`config.mk`:
```
export PLATFORM = sky130hd
export DESIGN_NAME = mem_stage_lsu
export DESIGN_NICKNAME = d
export VERILOG_FILES = /design/src/rtl/mem_stage_lsu_pkg.sv /design/src/rtl/mem_stage_lsu_load_align.sv /design/src/rtl/mem_stage_lsu.sv
export SDC_FILE = /design/constraint.sdc
export NUM_CORES = 1
export LEC_CHECK = 0
export CELL_PAD_IN_SITES_DETAIL_PLACEMENT = 0
export CELL_PAD_IN_SITES_GLOBAL_PLACEMENT = 2
export CORE_UTILIZATION = 26
export CTS_CLUSTER_SIZE = 10
export DETAILED_ROUTE_END_ITERATION = 10
export PLACE_DENSITY = 0.87
export SYNTH_ARGS = -nofsm -noshare
export SYNTH_HDL_FRONTEND = slang
export SYNTH_SLANG_ARGS = --single-unit
```
`constraint.sdc`:
```
create_clock -name clk -period 6.5 [get_ports clk]
set_input_delay 0.975 -clock clk [delete_from_list [all_inputs] [get_ports clk]]
set_output_delay 0.975 -clock clk [all_outputs]
set_load 0.05 [all_outputs]
```
`src/rtl/mem_stage_lsu_pkg.sv`:
```
// mem_stage_lsu_pkg -- shared definitions for the MEM stage load/store unit.
// Plays the role of the CPU-wide header: fixed bus widths (the register-index
// part is added by each module from its REG_ADDR_W parameter), the ld_op
// encodings and the ms_fwd_bus field order.
//
//   es_to_ms_bus : {mem_req, ld_op[2:0], gr_we, dest, alu_result[31:0], pc[31:0]}
//   ms_to_ws_bus : {gr_we, dest, final_result[31:0], pc[31:0]}
//   ms_fwd_bus   : {fwd_valid, fwd_ready, dest, final_result[31:0]}
package mem_stage_lsu_pkg;

    // Widths excluding the dest field.
    localparam int ES_FIXED_W  = 1 + 3 + 1 + 32 + 32;
    localparam int MS_FIXED_W  = 1 + 32 + 32;
    localparam int FWD_FIXED_W = 1 + 1 + 32;

    localparam logic [2:0] LD_LW  = 3'b000;
    localparam logic [2:0] LD_LB  = 3'b001;
    localparam logic [2:0] LD_LBU = 3'b010;
    localparam logic [2:0] LD_LH  = 3'b011;
    localparam logic [2:0] LD_LHU = 3'b100;

endpackage

```
`src/rtl/mem_stage_lsu_load_align.sv`:
```
// load_align -- combinational load data extraction.
// Configuration macro: MS_SUBWORD_LOAD_EN. When defined, byte/half loads are
// extracted and sign/zero extended; otherwise the word passes through
// untouched and ld_op/addr are ignored.
//
// Ports:
//   ld_op  in  3   load type (LD_* encodings)
//   addr   in  2   low address bits of the load
//   word   in  32  returned memory word
//   result out 32  value written back
module load_align
    import mem_stage_lsu_pkg::*;
(
    input  logic [2:0]  ld_op,
    input  logic [1:0]  addr,
    input  logic [31:0] word,
    output logic [31:0] result
);

`ifdef MS_SUBWORD_LOAD_EN
    logic [7:0]  byte_sel;
    logic [15:0] half_sel;

    assign byte_sel = word[{addr, 3'b000} +: 8];
    assign half_sel = addr[1] ? word[31:16] : word[15:0];

    always_comb begin
        result = word;
        case (ld_op)
            LD_LB:   result = {{24{byte_sel[7]}}, byte_sel};
            LD_LBU:  result = {24'h0, byte_sel};
            LD_LH:   result = {{16{half_sel[15]}}, half_sel};
            LD_LHU:  result = {16'h0, half_sel};
            default: result = word;
        endcase
    end
`else
    logic unused_sel;
    assign unused_sel = ^{ld_op, addr};
    assign result     = word;
`endif

endmodule

```
`src/rtl/mem_stage_lsu.sv`:
```
// mem_stage_lsu -- MEM pipeline stage: holds one instruction, waits for load
// data, aligns it and hands the result to WB; forwards to decode for bypass.
// Configuration macro: MS_SUBWORD_LOAD_EN (sub-word load extraction, see
// load_align).
//
// Ports:
//   clk, reset          clock, async active-high reset
//   ws_allowin          WB can accept
//   ms_allowin          MEM can accept
//   flush               cancel the instruction in MEM
//   es_to_ms_valid/bus  payload from EX
//   data_sram_data_ok   read data returned this cycle
//   data_sram_rdata     returned word
//   ms_to_ws_valid/bus  payload to WB
//   ms_fwd_bus          {fwd_valid, fwd_ready, dest, final_result}
module mem_stage_lsu
    import mem_stage_lsu_pkg::*;
#(
    parameter int REG_ADDR_W = 5,
    parameter int CANCEL_W   = 2
) (
    input  logic                              clk,
    input  logic                              reset,
    input  logic                              ws_allowin,
    output logic                              ms_allowin,
    input  logic                              flush,
    input  logic                              es_to_ms_valid,
    input  logic [ES_FIXED_W+REG_ADDR_W-1:0]  es_to_ms_bus,
    input  logic                              data_sram_data_ok,
    input  logic [31:0]                       data_sram_rdata,
    output logic                              ms_to_ws_valid,
    output logic [MS_FIXED_W+REG_ADDR_W-1:0]  ms_to_ws_bus,
    output logic [FWD_FIXED_W+REG_ADDR_W-1:0] ms_fwd_bus
);

    logic                              ms_valid;
    logic                              ms_ready_go;
    logic [ES_FIXED_W+REG_ADDR_W-1:0]  payload;

    logic                  mem_req;
    logic [2:0]            ld_op;
    logic                  gr_we;
    logic [REG_ADDR_W-1:0] dest;
    logic [31:0]           alu_result;
    logic [31:0]           pc;

    logic                  buf_valid;
    logic [31:0]           buf_data;
    logic [CANCEL_W-1:0]   cancel_cnt;

    logic                  data_accept;
    logic                  discard;
    logic                  cancel_inc;
    logic [31:0]           load_word;
    logic [31:0]           load_result;
    logic [31:0]           final_result;

    assign {mem_req, ld_op, gr_we, dest, alu_result, pc} = payload;

    // data_ok belongs to the current load only once all stale responses from
    // earlier flushed loads have been drained.
    assign discard     = data_sram_data_ok && (cancel_cnt != '0);
    assign data_accept = ms_valid && mem_req && !buf_valid
                       && data_sram_data_ok && (cancel_cnt == '0);

    assign ms_ready_go    = !mem_req || buf_valid
                          || (data_sram_data_ok && (cancel_cnt == '0));
    assign ms_allowin     = !ms_valid || (ms_ready_go && ws_allowin);
    assign ms_to_ws_valid = ms_valid && ms_ready_go && !flush;

    // A flushed load whose response is still in flight leaves one stale
    // data_ok behind. If its data_ok is arriving right now it dies here.
    assign cancel_inc = flush && ms_valid && mem_req && !buf_valid
                      && !(data_sram_data_ok && (cancel_cnt == '0));

    always_ff @(posedge clk or posedge reset) begin
        if (reset)
            ms_valid <= 1'b0;
        else if (flush)
            ms_valid <= 1'b0;
        else if (ms_allowin)
            ms_valid <= es_to_ms_valid;
    end

    always_ff @(posedge clk) begin
        if (es_to_ms_valid && ms_allowin)
            payload <= es_to_ms_bus;
    end

    // Hold buffer: WB stalled on the cycle the data arrived.
    always_ff @(posedge clk or posedge reset) begin
        if (reset)
            buf_valid <= 1'b0;
        else if (flush || (ms_valid && ms_ready_go && ws_allowin))
            buf_valid <= 1'b0;
        else if (data_accept && !ws_allowin)
            buf_valid <= 1'b1;
    end

    always_ff @(posedge clk) begin
        if (data_accept && !ws_allowin)
            buf_data <= data_sram_rdata;
    end

    // Simultaneous increment and decrement cancel out. Saturation is a
    // configuration error: the counter simply holds at its maximum.
    always_ff @(posedge clk or posedge reset) begin
        if (reset)
            cancel_cnt <= '0;
        else if (cancel_inc && !discard && (cancel_cnt != '1))
            cancel_cnt <= cancel_cnt + 1'b1;
        else if (discard && !cancel_inc)
            cancel_cnt <= cancel_cnt - 1'b1;
    end

    assign load_word = buf_valid ? buf_data : data_sram_rdata;

    load_align u_load_align (
        .ld_op  (ld_op),
        .addr   (alu_result[1:0]),
        .word   (load_word),
        .result (load_result)
    );

    assign final_result = mem_req ? load_result : alu_result;

    assign ms_to_ws_bus = {gr_we, dest, final_result, pc};
    assign ms_fwd_bus   = {ms_valid && gr_we && (dest != '0), ms_ready_go,
                           dest, final_result};

endmodule

```
Word level (Yosys, flattened, before mapping)
Cells that the tools add are included.

storage, ports and cells
  register bits = 110
  input port bits = 112
  output and inout bits = 111

cells by class
  add/sub/neg operators = 2
  equality and inequality tests = 1
  mux-type cells = 8
  reductions and logical operators = 39

operators with widths
  cell                   number
  $mux W32               2
  $logic_and A1 B1 Y1    21
  $logic_not A1 Y1       8
  $reduce_bool A2 Y1     4
  $reduce_bool A5 Y1     1
  $logic_or A1 B1 Y1     4
  $mux W1                4
  $mux W2                2
  $add A2 B1 Y2 const B  1
  $logic_not A2 Y1       1
  $ne A2 B2 Y1 const B   1
  $sub A2 B1 Y2 const B  1

Logic depth before layout (Yosys ltp)
  depth after elaboration = 8
  mapped depth = 5

Modules after synthesis
A second synthesis with hierarchy kept.

unflattened totals
  cells, all modules = 317
  area total of the unflattened synthesis = 5,084.9 um2

by module, submodules not included
  module         cells an instance  instances  area an instance (um2)
  mem_stage_lsu  285                1          4,844.6
  load_align     32                 1          240.2

Least setup slack after synthesis
Ideal clock, no wire load.

  path kind = input to register
  start point = input port data_sram_data_ok
  end point = register payload[0], enable pin
  path buffers = 0
  arrival time = 4.781 ns
  stages = 3
  path slack = 1.195 ns
  cell sequence = nor3b_2 > o21ai_0 > a21oi_1

between the ends
  cells in the longest elaborated chain, start to end = 5

ends and longest elaborated chain
  what                  line                 text
  start, declared       mem_stage_lsu.sv:29  input logic data_sram_data_ok,
  $logic_and A1 B1 Y1   mem_stage_lsu.sv:67  || (data_sram_data_ok && (cancel_cnt == '0));
  $logic_or A1 B1 Y1    mem_stage_lsu.sv:67
  $logic_and A1 B1 Y1   mem_stage_lsu.sv:68  assign ms_allowin = !ms_valid || (ms_ready_go && ws_allowin);
  $logic_or A1 B1 Y1    mem_stage_lsu.sv:68
  $logic_and A1 B1 Y1   mem_stage_lsu.sv:86  if (es_to_ms_valid && ms_allowin)
  end signal, assigned  mem_stage_lsu.sv:87  payload <= es_to_ms_bus;
  end, declared         mem_stage_lsu.sv:38  logic [ES_FIXED_W+REG_ADDR_W-1:0] payload;

No other way between the ends.
A chain may end at the register's enable or synchronous reset.

Final worst setup path
  start point = input port data_sram_data_ok
  end point = output port ms_allowin

between the ends
  cells in the longest elaborated chain, start to end = 4

ends and longest elaborated chain
  what                 line                 text
  $logic_and A1 B1 Y1  mem_stage_lsu.sv:67
  $logic_or A1 B1 Y1   mem_stage_lsu.sv:67
  $logic_and A1 B1 Y1  mem_stage_lsu.sv:68
  $logic_or A1 B1 Y1   mem_stage_lsu.sv:68
  end, declared        mem_stage_lsu.sv:25  output logic ms_allowin,

No other way between the ends.

==> impl.org <==
** Floorplanning
- Total number of placement rows :: 48
- For this configuration, the core starts out at a cell density of 0.2675.
- Die boundary width :: 135.9 µm
- Overall die height :: 135.9 µm
- 223 I/O pins were placed.
- Placeable core area :: 17420 µm²
- The die covers 18460 µm².

** Layout
- Fill cells :: 1627
- In the layout the commonest cells are 219 x clkdlybuf4s50_1, 103 x edfxtp_1, 34 x nor2_1.
- The sequential cells in the finished layout cover a total of 3194 µm².
- Number of inserted diodes :: 0
- Layout Utilization :: 0.3944
- Leaving out fill and tap cells, the most frequent cell in the layout is clkdlybuf4s50_1.
- For this run, the post-layout net count is 576.
- From synthesis to final layout, the design area changed by 47.42%.
- In the final layout, the share of cells above drive strength 1 is 0.06610.
- The multi-input combinational cells in the finished layout cover a total of 825.8 µm².

** Detailed routing
- Final Routed Wirelength :: 10.49 mm
- Detailed Routing Iterations Pass 1 :: 3
- The first routing iteration left 60 violations.
- For this run, design rule violations remaining after detail routing come to 0.
- Detailed-route wire length per cell :: 15.12 µm
- Post-detailed-route count of antenna-violating nets :: 0
- Vias :: 2855
- Dividing the detail-routed via count by the number of cells gives 4.114.

** Setup path
- Counting cells, the worst reg-to-reg path comes to 4.
- Required time of the critical path :: 5.52 ns
- At the worst endpoint, the arrival time is 2.99 ns.
- The critical path is of the input pin to output pin type.
- In this run the worst path has a maximum fanout of 7.
- R2R setup slack :: 3.58 ns
- The worst setup path is launched from an input pin.
- Type of element capturing the critical path :: output pin

** Clock network
- Post-CTS Hold Buffers :: 0
- The clock drives 107 sinks.
- Clock-pin slew was measured on the worst setup and hold paths at 0.07 ns.
- CTS Root Buffer Type :: clkbuf_16
- Buffers added to address setup during post-CTS repair amount to 0.
- Resize count post-CTS :: 0
- Number of H-tree levels :: 3
- Maximum clock path buffer count :: 2
- TritonCTS buffer count :: 9
- TritonCTS built the clock tree.
- Latest clock arrival within the worst-skew pair :: 0.35 ns

** Timing
- Setup Total Neg Slack :: 0 ns
- Fmax :: 0.2520 GHz
- Of the available clock period, the critical path in the final layout requires 0.6106.
- Setup repair after global routing left no endpoint under its margin.
- Hold timing on the final database bottoms out at a slack of 0.5210 ns.
- The final hold violation count is 0.
- Time the final worst path needs with I/O delays and setup :: 3.969 ns
- Total of endpoints with negative setup slack in the final report :: 0
- Worst-case clock skew :: 0.01295 ns
- Worst Tran Pin Value :: 0.9863 ns
- Slew Limit Fails :: 0
- Worst slew margin :: 0.3410

** Logic synthesis
- Post-synthesis cell type count :: 30
- Synth area leader :: edfxtp_1
- Number of nets produced by synthesis :: 429
- Synthesized netlist cell count :: 317
- In the post-synthesis netlist, the biggest area contributors are edfxtp_1 66%, buf_4 13%, mux2i_1 6.9%.
- After synthesis the netlist holds a flip-flop and latch count of 107.
- Sequential cell area fraction in the yosys report :: 0.6853
- Post-synth top area share :: 0.6638
- During synthesis, Yosys emitted a total of 0 warnings.
- Average cell area after synthesis :: 14.70 µm²
- The cell area that synthesis handed to floorplanning was 4659 µm².

** Pwr
- P_leak :: 2.339 nW
- In this run the power density over the cells is 279.1 nW/µm².
- Largest voltage drop on the vdd net :: 0.1024 mV

** Min path
- Worst hold stages :: 1
- Kind of path behind the tightest hold check :: register to register

** Global routing
- The initial antenna violation count was 0.
- Total routing usage reported by global routing :: 0.1162
- Entering global routing, the biggest net connects 68 pins.
- Wire length of the first global-routing pass :: 15.78 mm
- The number of global-route vias before repair came to 2984.
- The total overflow left after global routing is 0.

** Status
- The run finished with clean final reports.

** Run
- Max capacitance violation total :: 0

** Placed design
- Once detailed placement completed, the half-perimeter wirelength came to 7.742 mm.
- Gpl congestion :: 0.7031
- IO Port Bufs :: 219
cells in the mapped netlist (all sizes together):
master,instances
mux2,1
buf,85
mux2i,32
a21oi,33
or3,1
a22o,1
nor3,1
nand3,1
edfxtp,103
or2,1
inv,3
nor2,34
and3b,1
dfrtp,4
a311oi,1
nor3b,1
nand4b,1
a221oi,1
and3,1
clkbuf,3
a2bb2oi,1
o311a,1
nand2b,1
o21bai,2
nand2,2
o21ai,1
critical path: stages:
cell and delay, ns:
clkdlybuf4s50_1 0.57, nor3b_2 0.26, o21ai_0 0.22, nand2_1 0.14, clkdlybuf4s50_1 0.82
power by group:
part / internal (mW) / leakage, nW / total [mW] / switching [mW]
clock network: 0.341 / 0.159 / 0.588 / 0.247
logic: 0.188 / 1.15 / 0.506 / 0.318
registers: 0.804 / 1.03 / 0.823 / 0.0189
total: 1.33 / 2.34 / 1.92 / 0.584
cell families after synthesis:
| group | Yosys count | share of synthesized area |
|---|---|---|
| mux | 33 | 0.07197 |
| flops | 107 | 0.6853 |
| simple gates | 45 | 0.04833 |
| buf+inv | 91 | 0.1410 |
| compound gates | 41 | 0.05343 |
layout make-up:
cell class | instances | share of cell area
clock buffer | 9 | 0.03279
tap | 225 | 0.04098
inverter | 3 | 0.001639
multi-input combinational | 119 | 0.1202
clock inverter | 7 | 0.01475
sequential | 107 | 0.4650
timing repair buffer | 224 | 0.3246
registers in the layout (all words and copies together) (netlist names):
name        count
buf_data       32
buf_valid       1
cancel_cnt      2
ms_valid        1
payload        71
per-stage QoR:
| stage | instances | power [mW] | instance area [µm²] | setup slack [ns] |
|---|---|---|---|---|
| floorplan | 317 | 1.196 | 4659 | 1.195 |
| global placement | 678 | 1.343 | 6543 | 2.543 |
| detailed placement | 678 | 1.350 | 6543 | 2.540 |
| CTS | 694 | 1.951 | 6869 | 2.535 |
| global route | 694 | 1.993 | 6869 | 2.449 |
| finish | 694 | 1.917 | 6869 | 2.531 |
worst paths after layout:
check                             startpoint       endpoint
max                        data_sram_data_ok     ms_allowin
min                            cancel_cnt[0]  cancel_cnt[0]
max reg2reg                        buf_valid    payload[51]
min reg2reg                    cancel_cnt[0]  cancel_cnt[0]
max in group asynchronous              reset      buf_valid
min in group asynchronous              reset       ms_valid
metal layers:
layer / vias up / global-route usage / routed length (µm)
li1: 1365 / - / -
met1: 1338 / 0.1225 / 4032
met2: 139 / 0.1953 / 5052
met3: 13 / 0.06339 / 1254
met4: 0 / 0.04074 / 151
met5: - / 0 / 0
Note: power is estimated with default switching activity, not from simulation.
